===== src/rtl/interrupt_sequencer.sv =====
// Prioritised interrupt sequencer: synchronises and edge-detects request lines,
// latches them as pending, selects the lowest-index eligible source and
// requests a divert at the next instruction boundary. Keeps the return PC and
// retires the in-service source on eret.
// Optional feature macro: INT_NEST_EN. When defined, a higher-priority source
// may preempt a running handler and EPC becomes a NUM_SRC-deep stack. When
// undefined, only one handler runs at a time and EPC is a single register.
module interrupt_sequencer #(
  parameter int unsigned NUM_SRC    = 3,
  parameter logic [31:0] VEC_BASE   = 32'h0000_1000,
  parameter int unsigned VEC_STRIDE = 16
) (
  input  logic               clk,
  input  logic               rst_n,
  input  logic [NUM_SRC-1:0] irq_in,
  input  logic [NUM_SRC-1:0] mask,
  input  logic               global_en,
  input  logic               instr_done,
  input  logic [31:0]        pc_next,
  input  logic               eret,
  output logic               int_req,
  output logic [31:0]        int_vector,
  output logic [31:0]        epc,
  output logic [NUM_SRC-1:0] pending,
  output logic [NUM_SRC-1:0] in_service
);

  localparam int unsigned WW = (NUM_SRC > 1) ? $clog2(NUM_SRC) : 1;

  typedef enum logic [1:0] {
    ST_IDLE,
    ST_REQ,
    ST_SERVE
  } state_e;

  state_e             state_q, state_d;
  logic [NUM_SRC-1:0] sync1_q, sync2_q, sync3_q;
  logic [NUM_SRC-1:0] pending_q, pending_d;
  logic [NUM_SRC-1:0] in_service_q, in_service_d;
  logic [WW-1:0]      winner_q, winner_d;
  logic               int_req_q;

  logic [NUM_SRC-1:0] rise, win_onehot, svc_low_q, svc_low_d;
  logic [NUM_SRC-1:0] pend_kept, allowed_d, elig_d;
  logic               do_entry, do_return;

  // Two-flop synchroniser plus a third flop that remembers the previous level.
  always_ff @(posedge clk or negedge rst_n) begin
    if (!rst_n) begin
      sync1_q <= '0;
      sync2_q <= '0;
      sync3_q <= '0;
    end else begin
      // NOTE: sequential state uses non-blocking assignments so every flop
      // samples the pre-edge value of its neighbour, forming a true shift chain.
      sync1_q <= irq_in;
      sync2_q <= sync1_q;
      sync3_q <= sync2_q;
    end
  end

  // Next-state decode: entry/return events, pending/in-service update, winner.
  always_comb begin
    // NOTE: every signal written here gets a default first, so no path can
    // leave it unassigned and infer a latch.
    rise         = sync2_q & ~sync3_q;
    win_onehot   = NUM_SRC'(1) << winner_q;
    do_entry     = (state_q == ST_REQ) && instr_done && !eret;
    do_return    = instr_done && eret && (in_service_q != '0);
    svc_low_q    = in_service_q & (~in_service_q + NUM_SRC'(1));
    in_service_d = in_service_q;
    pend_kept    = pending_q;
    winner_d     = '0;

    // A return takes precedence; entry is only possible without eret anyway.
    if (do_return) begin
      in_service_d = in_service_q & ~svc_low_q;
    end else if (do_entry) begin
      in_service_d = in_service_q | win_onehot;
      pend_kept    = pending_q & ~win_onehot;
    end

    // A fresh edge on the source being entered survives the clear.
    pending_d = pend_kept | rise;

    svc_low_d = in_service_d & (~in_service_d + NUM_SRC'(1));
`ifdef INT_NEST_EN
    // Only sources strictly above the highest-priority active handler.
    allowed_d = svc_low_d - NUM_SRC'(1);
`else
    allowed_d = (in_service_d == '0) ? '1 : '0;
`endif
    // Freshly latched edges become eligible one edge after they set pending.
    elig_d = pend_kept & mask & allowed_d & {NUM_SRC{global_en}};

    for (int i = int'(NUM_SRC) - 1; i >= 0; i--) begin
      if (elig_d[i]) winner_d = WW'(i);
    end

    if (elig_d != '0)             state_d = ST_REQ;
    else if (in_service_d != '0)  state_d = ST_SERVE;
    else                          state_d = ST_IDLE;
  end

  // FSM, request flags and the registered winner.
  always_ff @(posedge clk or negedge rst_n) begin
    if (!rst_n) begin
      state_q      <= ST_IDLE;
      pending_q    <= '0;
      in_service_q <= '0;
      winner_q     <= '0;
      int_req_q    <= 1'b0;
    end else begin
      state_q      <= state_d;
      pending_q    <= pending_d;
      in_service_q <= in_service_d;
      winner_q     <= winner_d;
      int_req_q    <= (state_d == ST_REQ);
    end
  end

`ifdef INT_NEST_EN
  localparam int unsigned SPW = $clog2(NUM_SRC + 1);

  logic [SPW-1:0] sp_q;
  logic [31:0]    stack_q [NUM_SRC];

  // Stack pointer: one push per entry, one pop per return.
  always_ff @(posedge clk or negedge rst_n) begin
    if (!rst_n) begin
      sp_q <= '0;
    end else if (do_entry) begin
      sp_q <= sp_q + SPW'(1);
    end else if (do_return) begin
      sp_q <= sp_q - SPW'(1);
    end
  end

  // EPC storage written at the current stack pointer on entry.
  always_ff @(posedge clk) begin
    // NOTE: the storage array has no reset; sp_q is reset and gates every read,
    // so stale contents are never visible.
    if (do_entry) stack_q[sp_q] <= pc_next;
  end

  assign epc = (sp_q == '0) ? 32'h0 : stack_q[sp_q - SPW'(1)];
`else
  logic [31:0] epc_q;

  // Single return address: captured on entry, cleared on return.
  always_ff @(posedge clk or negedge rst_n) begin
    if (!rst_n) begin
      epc_q <= '0;
    end else if (do_entry) begin
      epc_q <= pc_next;
    end else if (do_return) begin
      epc_q <= '0;
    end
  end

  assign epc = epc_q;
`endif

  assign int_req    = int_req_q;
  assign int_vector = VEC_BASE + (32'(winner_q) * VEC_STRIDE);
  assign pending    = pending_q;
  assign in_service = in_service_q;

endmodule

===== config.mk =====
export PLATFORM = sky130hd
export DESIGN_NAME = interrupt_sequencer
export DESIGN_NICKNAME = d
export VERILOG_FILES = /design/src/rtl/interrupt_sequencer.sv
export SDC_FILE = /design/constraint.sdc
export NUM_CORES = 1
export LEC_CHECK = 0
export CORE_UTILIZATION = 28
export DETAILED_ROUTE_END_ITERATION = 10
export SYNTH_ARGS = -nofsm -noshare
export SYNTH_HDL_FRONTEND = slang
export SYNTH_SLANG_ARGS = --single-unit

===== constraint.sdc =====
create_clock -name clk -period 1.5 [get_ports clk]
set_input_delay 0.45 -clock clk [delete_from_list [all_inputs] [get_ports clk]]
set_output_delay 0.45 -clock clk [all_outputs]
set_load 0.02 [all_outputs]

Yosys cells after proc, flatten, opt, wreduce, memory -nomap -nowiden
Index checks and enable logic that the tools add are counted.
{"block": "op_classes", "n_addsub": 2, "n_eq_ne": 2, "shift": 1, "muxes": 12, "n_bitwise": 13, "reduce_logical": 10}
{"operator": "$mux W32", "count": 2}
{"operator": "$and A3 B3 Y3", "count": 7}
{"operator": "$mux W3", "count": 5}
{"operator": "$add A13 B6 Y14 const A", "count": 1}
{"operator": "$not A3 Y3", "count": 4}
{"operator": "$mux W2", "count": 5}
{"operator": "$reduce_bool A3 Y1", "count": 3}
{"operator": "$or A3 B3 Y3", "count": 2}
{"operator": "$eq A2 B1 Y1 const B", "count": 2}
{"operator": "$logic_and A1 B1 Y1", "count": 4}
{"operator": "$add A3 B1 Y3 const B", "count": 1}
{"operator": "$logic_not A3 Y1", "count": 1}
{"operator": "$shl A1 B2 Y3 const A", "count": 1}
{"operator": "$reduce_bool A2 Y1", "count": 1}
{"operator": "$logic_not A1 Y1", "count": 1}
{"block": "word_totals", "regBits": 52, "inputBits": 43, "output_inout_bits": 71, "elab_cells": 49}

Depth between registers and ports, before layout
{"block": "logic_depth", "ltp_word": 13, "ltp_mapped": 5, "depth_no_buf": 4}

Worst setup path before layout
Ideal clock, no wire load.
{"block": "synth_path", "kind": "input to register", "startpoint": "in eret", "endpoint": "reg winner_q[1]", "setup_time_ps": 81, "arrival_ps": 1337, "required_time_ps": 1419, "path_slack_ps": 82, "cell_stages": 5, "n_path_buf": 1, "path_cell_list": "and4bb_1 > buf_6 > nand3b_4 > a41oi_2 > nor3b_2"}
{"block": "synth_between", "elab_chain_cells": 11, "word_cells_on_any_way": 16, "classes_between": "8 x mux; 3 x bitwise; 5 x reduce/logical"}
{"element": "start: declaration", "line_no": "20", "rtl": "input logic eret,"}
{"element": "$logic_not A1 Y1", "line_no": "68", "rtl": "do_entry = (state_q == ST_REQ) && instr_done && !eret;"}
{"element": "$logic_and A1 B1 Y1", "line_no": "68"}
{"element": "$mux W3", "line_no": "78", "rtl": "end else if (do_entry) begin"}
{"element": "$mux W3", "line_no": "76", "rtl": "if (do_return) begin"}
{"element": "$logic_not A3 Y1", "line_no": "91", "rtl": "allowed_d = (in_service_d == '0) ? '1 : '0;"}
{"element": "$mux W3", "line_no": "91"}
{"element": "$and A3 B3 Y3 * (2 in series)", "line_no": "94", "rtl": "elig_d = pend_kept & mask & allowed_d & {NUM_SRC{global_en}};"}
{"element": "$mux W2 (2 in series)", "line_no": "97", "rtl": "if (elig_d[i]) winner_d = WW'(i);"}
{"element": "$mux W2 *", "line_no": "97"}
{"element": "net winner_d[1]", "line_no": "40", "rtl": "logic [WW-1:0] winner_q, winner_d;"}
{"element": "end signal: assignment", "line_no": "117", "rtl": "winner_q <= winner_d;"}
{"element": "end: declaration", "line_no": "40"}
Mark *: on every way through the listed nets, which the timed path passes. The rest lies on a longest branch.
A chain may end at the register's enable or synchronous reset.

Worst setup path after layout
{"block": "layout_path", "startpoint": "reg epc_q[21], in the netlist epc[21]", "endpoint": "out epc[21]"}
{"element": "start: declaration", "line_no": "148", "rtl": "logic [31:0] epc_q;"}
{"element": "start signal: assignment", "line_no": "155", "rtl": "epc_q <= pc_next;"}
{"element": "end: declaration", "line_no": "23", "rtl": "output logic [31:0] epc,"}
No word-level cell between the ends.

==> out/results.ini <==
[status]
status=completed

[detailed_routing]
drc=0
routed_wl_mm=4.457
drt_iter0_markers=40
via_per_inst=4.078
drtPass1Iterations=4
post_drt_wl_per_cell_um=12.38
postRouteAntennaNets=0
vias=1468

[timing]
slew_violations=0
setup_violations=0
finalCritPeriodShare_pct=97.46
post-route-min-period_ps=1462
skew_ps=5.822
rsz0062_at_grt=no
fmax_mhz=684.0
hold_violations=0
hold_ws_ps=120.7

[cts]
cts_sinks=52
cts_buffers=5
clkSlewWorstSetupHoldPaths_ps=100
clock_latency_ps=310
clock_path_buffers=2
cts_setup_buffers=0
root_buffer=clkbuf_8
cts_tree=yes
h-tree-depth=2

[floorplanning]
pin_count=114
die_area_mm2=0.007766
start_util_pct=28.79
rows=31
core_region_area_mm2=0.007214
die_h_um=88.13
die-width_um=88.13

[grt]
grt_pass1_wl_mm=7.127
globalRouteOverflowTotal=0
antenna_found_initial=0
grt_max_degree=53
grt_pass1_vias=1453
grt_usage_pct=12.13

[worst_setup_path]
cp_max_fo=2
path_cells=clkdlybuf4s15_1
r2r_start=state_q[1]
crit_path_start=epc[21]
crit_path_top_delay_cell=dfrtp_1
critPathBufInv=1
start_kind=flip-flop
worstPathRequired_ps=1050
worstSetupPathType=flip-flop to output port
cpLargestDelayFamily=flip-flops
critical_path_arrival_ps=1010
crit_path_end_kind=output port
slowest_delay_ps=410

[layout]
layout_common_cells=52 x dfrtp_1, 39 x clkdlybuf4s50_1, 32 x a22o_1
final_util_pct=42.98
synthToLayoutAreaGrowth_pct=49.28
nFillCells=698
antenna_cells=0
drive_gt1_share_pct=13.03
nNetsFinal=303
mostFrequentLayoutCell=dfrtp_1

[placement]
portBuffers=83
place.gp.congestion=0.7410
hpwl_mm=3.143

[hold_path]
holdCritPathClass=input pin to async pin

[yosys]
syn-mean-instance-area_um2=12.90
ys_warn_count=0
postSynthCellCount=161
synth_top_cells_by_area=dfrtp_1 63%, a22o_1 13%, buf_4 11%, nand2_1 2.2%, buf_2 1.4%
synth_cell_types=23
synth_top_area_share_pct=62.65
yosysTopAreaCell=dfrtp_1
synth.yosys.seq_area_share_pct=62.65
synth_seq_cells=52
syn_area_mm2=0.002077

[job]
maxCapViolations=0

[power]
cellPowerDensity_mw_per_mm2=1686
ir_drop_mv=0.7291
power_mw=5.228
p_leak_nw=1.543

where the power goes:
| part | leakage, nW | switching, mW | internal [mW] |
|---|---|---|---|
| combinational | 0.837 | 1.20 | 1.03 |
| clock | 0.0522 | 0.479 | 0.387 |
| sequential | 0.653 | 0.253 | 1.87 |
per-stage QoR:
stage	area [µm²]	setup slack [ps]	instances	setup TNS, ps
2_1_floorplan	2182	82.32	189	0
3_3_place_gp	3000	-442.1	350	-16780
3_5_place_dp	3000	-454.7	350	-17130
4_1_cts	3073	0.6924	360	0
5_1_grt	3100	0.5375	360	0
6_report	3100	38.06	360	0
final timing paths:
kind,to,slack (ps),cells past startpoint
min,sync1_q[2],120,2
min in group clk,sync2_q[2],350,0
max reg2reg,winner_q[1],100,5
min reg2reg,sync2_q[2],350,0
max,epc[21],40,1
max in group asynchronous,epc[28],1160,2
area by class of cell:
type | count | area (µm²) | area share [%]
clock buffers | 6 | 82.58 | 2.663
clock inverters | 2 | 17.52 | 0.5650
inverters | 3 | 11.26 | 0.3632
multi-input cells | 97 | 610.6 | 19.69
flip-flops and latches | 52 | 1301 | 41.97
well taps | 99 | 123.9 | 3.995
repair buffers | 101 | 953.4 | 30.75
cells by family after synthesis:
logic type / synth area share [%]
AOI/OAI and AO/OA: 17.29
buffers and inverters: 13.37
DFF: 62.65
other: 0.3616
and+or+nand+nor: 6.325
Yosys cell counts:
| library cell | n |
|---|---|
| inv_1 | 3 |
| buf_6 | 1 |
| nor3b_2 | 1 |
| o21ai_1 | 1 |
| a41oi_2 | 1 |
| and4bb_1 | 1 |
| conb_1 | 2 |
| o31ai_1 | 1 |
| dfrtp_1 | 52 |
| nand2_1 | 12 |
| a211oi_1 | 2 |
| nor4_1 | 1 |
| nand3b_4 | 1 |
| buf_4 | 30 |
| nand3b_1 | 1 |
| nand4_1 | 1 |
| a21oi_1 | 3 |
| nand3_1 | 1 |
| nor2_1 | 3 |
| nor3_1 | 1 |
| a22o_1 | 32 |
| o21ai_0 | 4 |
| buf_2 | 6 |
state kept, by name, indices dropped and copies added, names as in the netlist:
signal,count
epc,32
in_service,3
int_req,1
pending,3
state_q,2
sync1_q,3
sync2_q,3
sync3_q,3
winner_q,2
metal layers:
layer	track usage [%]	part of all wire (%)	up-vias
met3	3.676	6.8	5
met2	18.89	47	65
met4	3.079	0.99	0
met5	0	0	-
met1	16.57	45	691
li1	-	-	707
timing repair:
item                                    4_1_cts  5_1_grt
pin swaps                                     1        0
gates resized for setup                      49       32
endpoints found under the setup margin       78       30
cloned                                        2        0
hold buffers                                  0        0
Power figures use the tool's default switching activity.
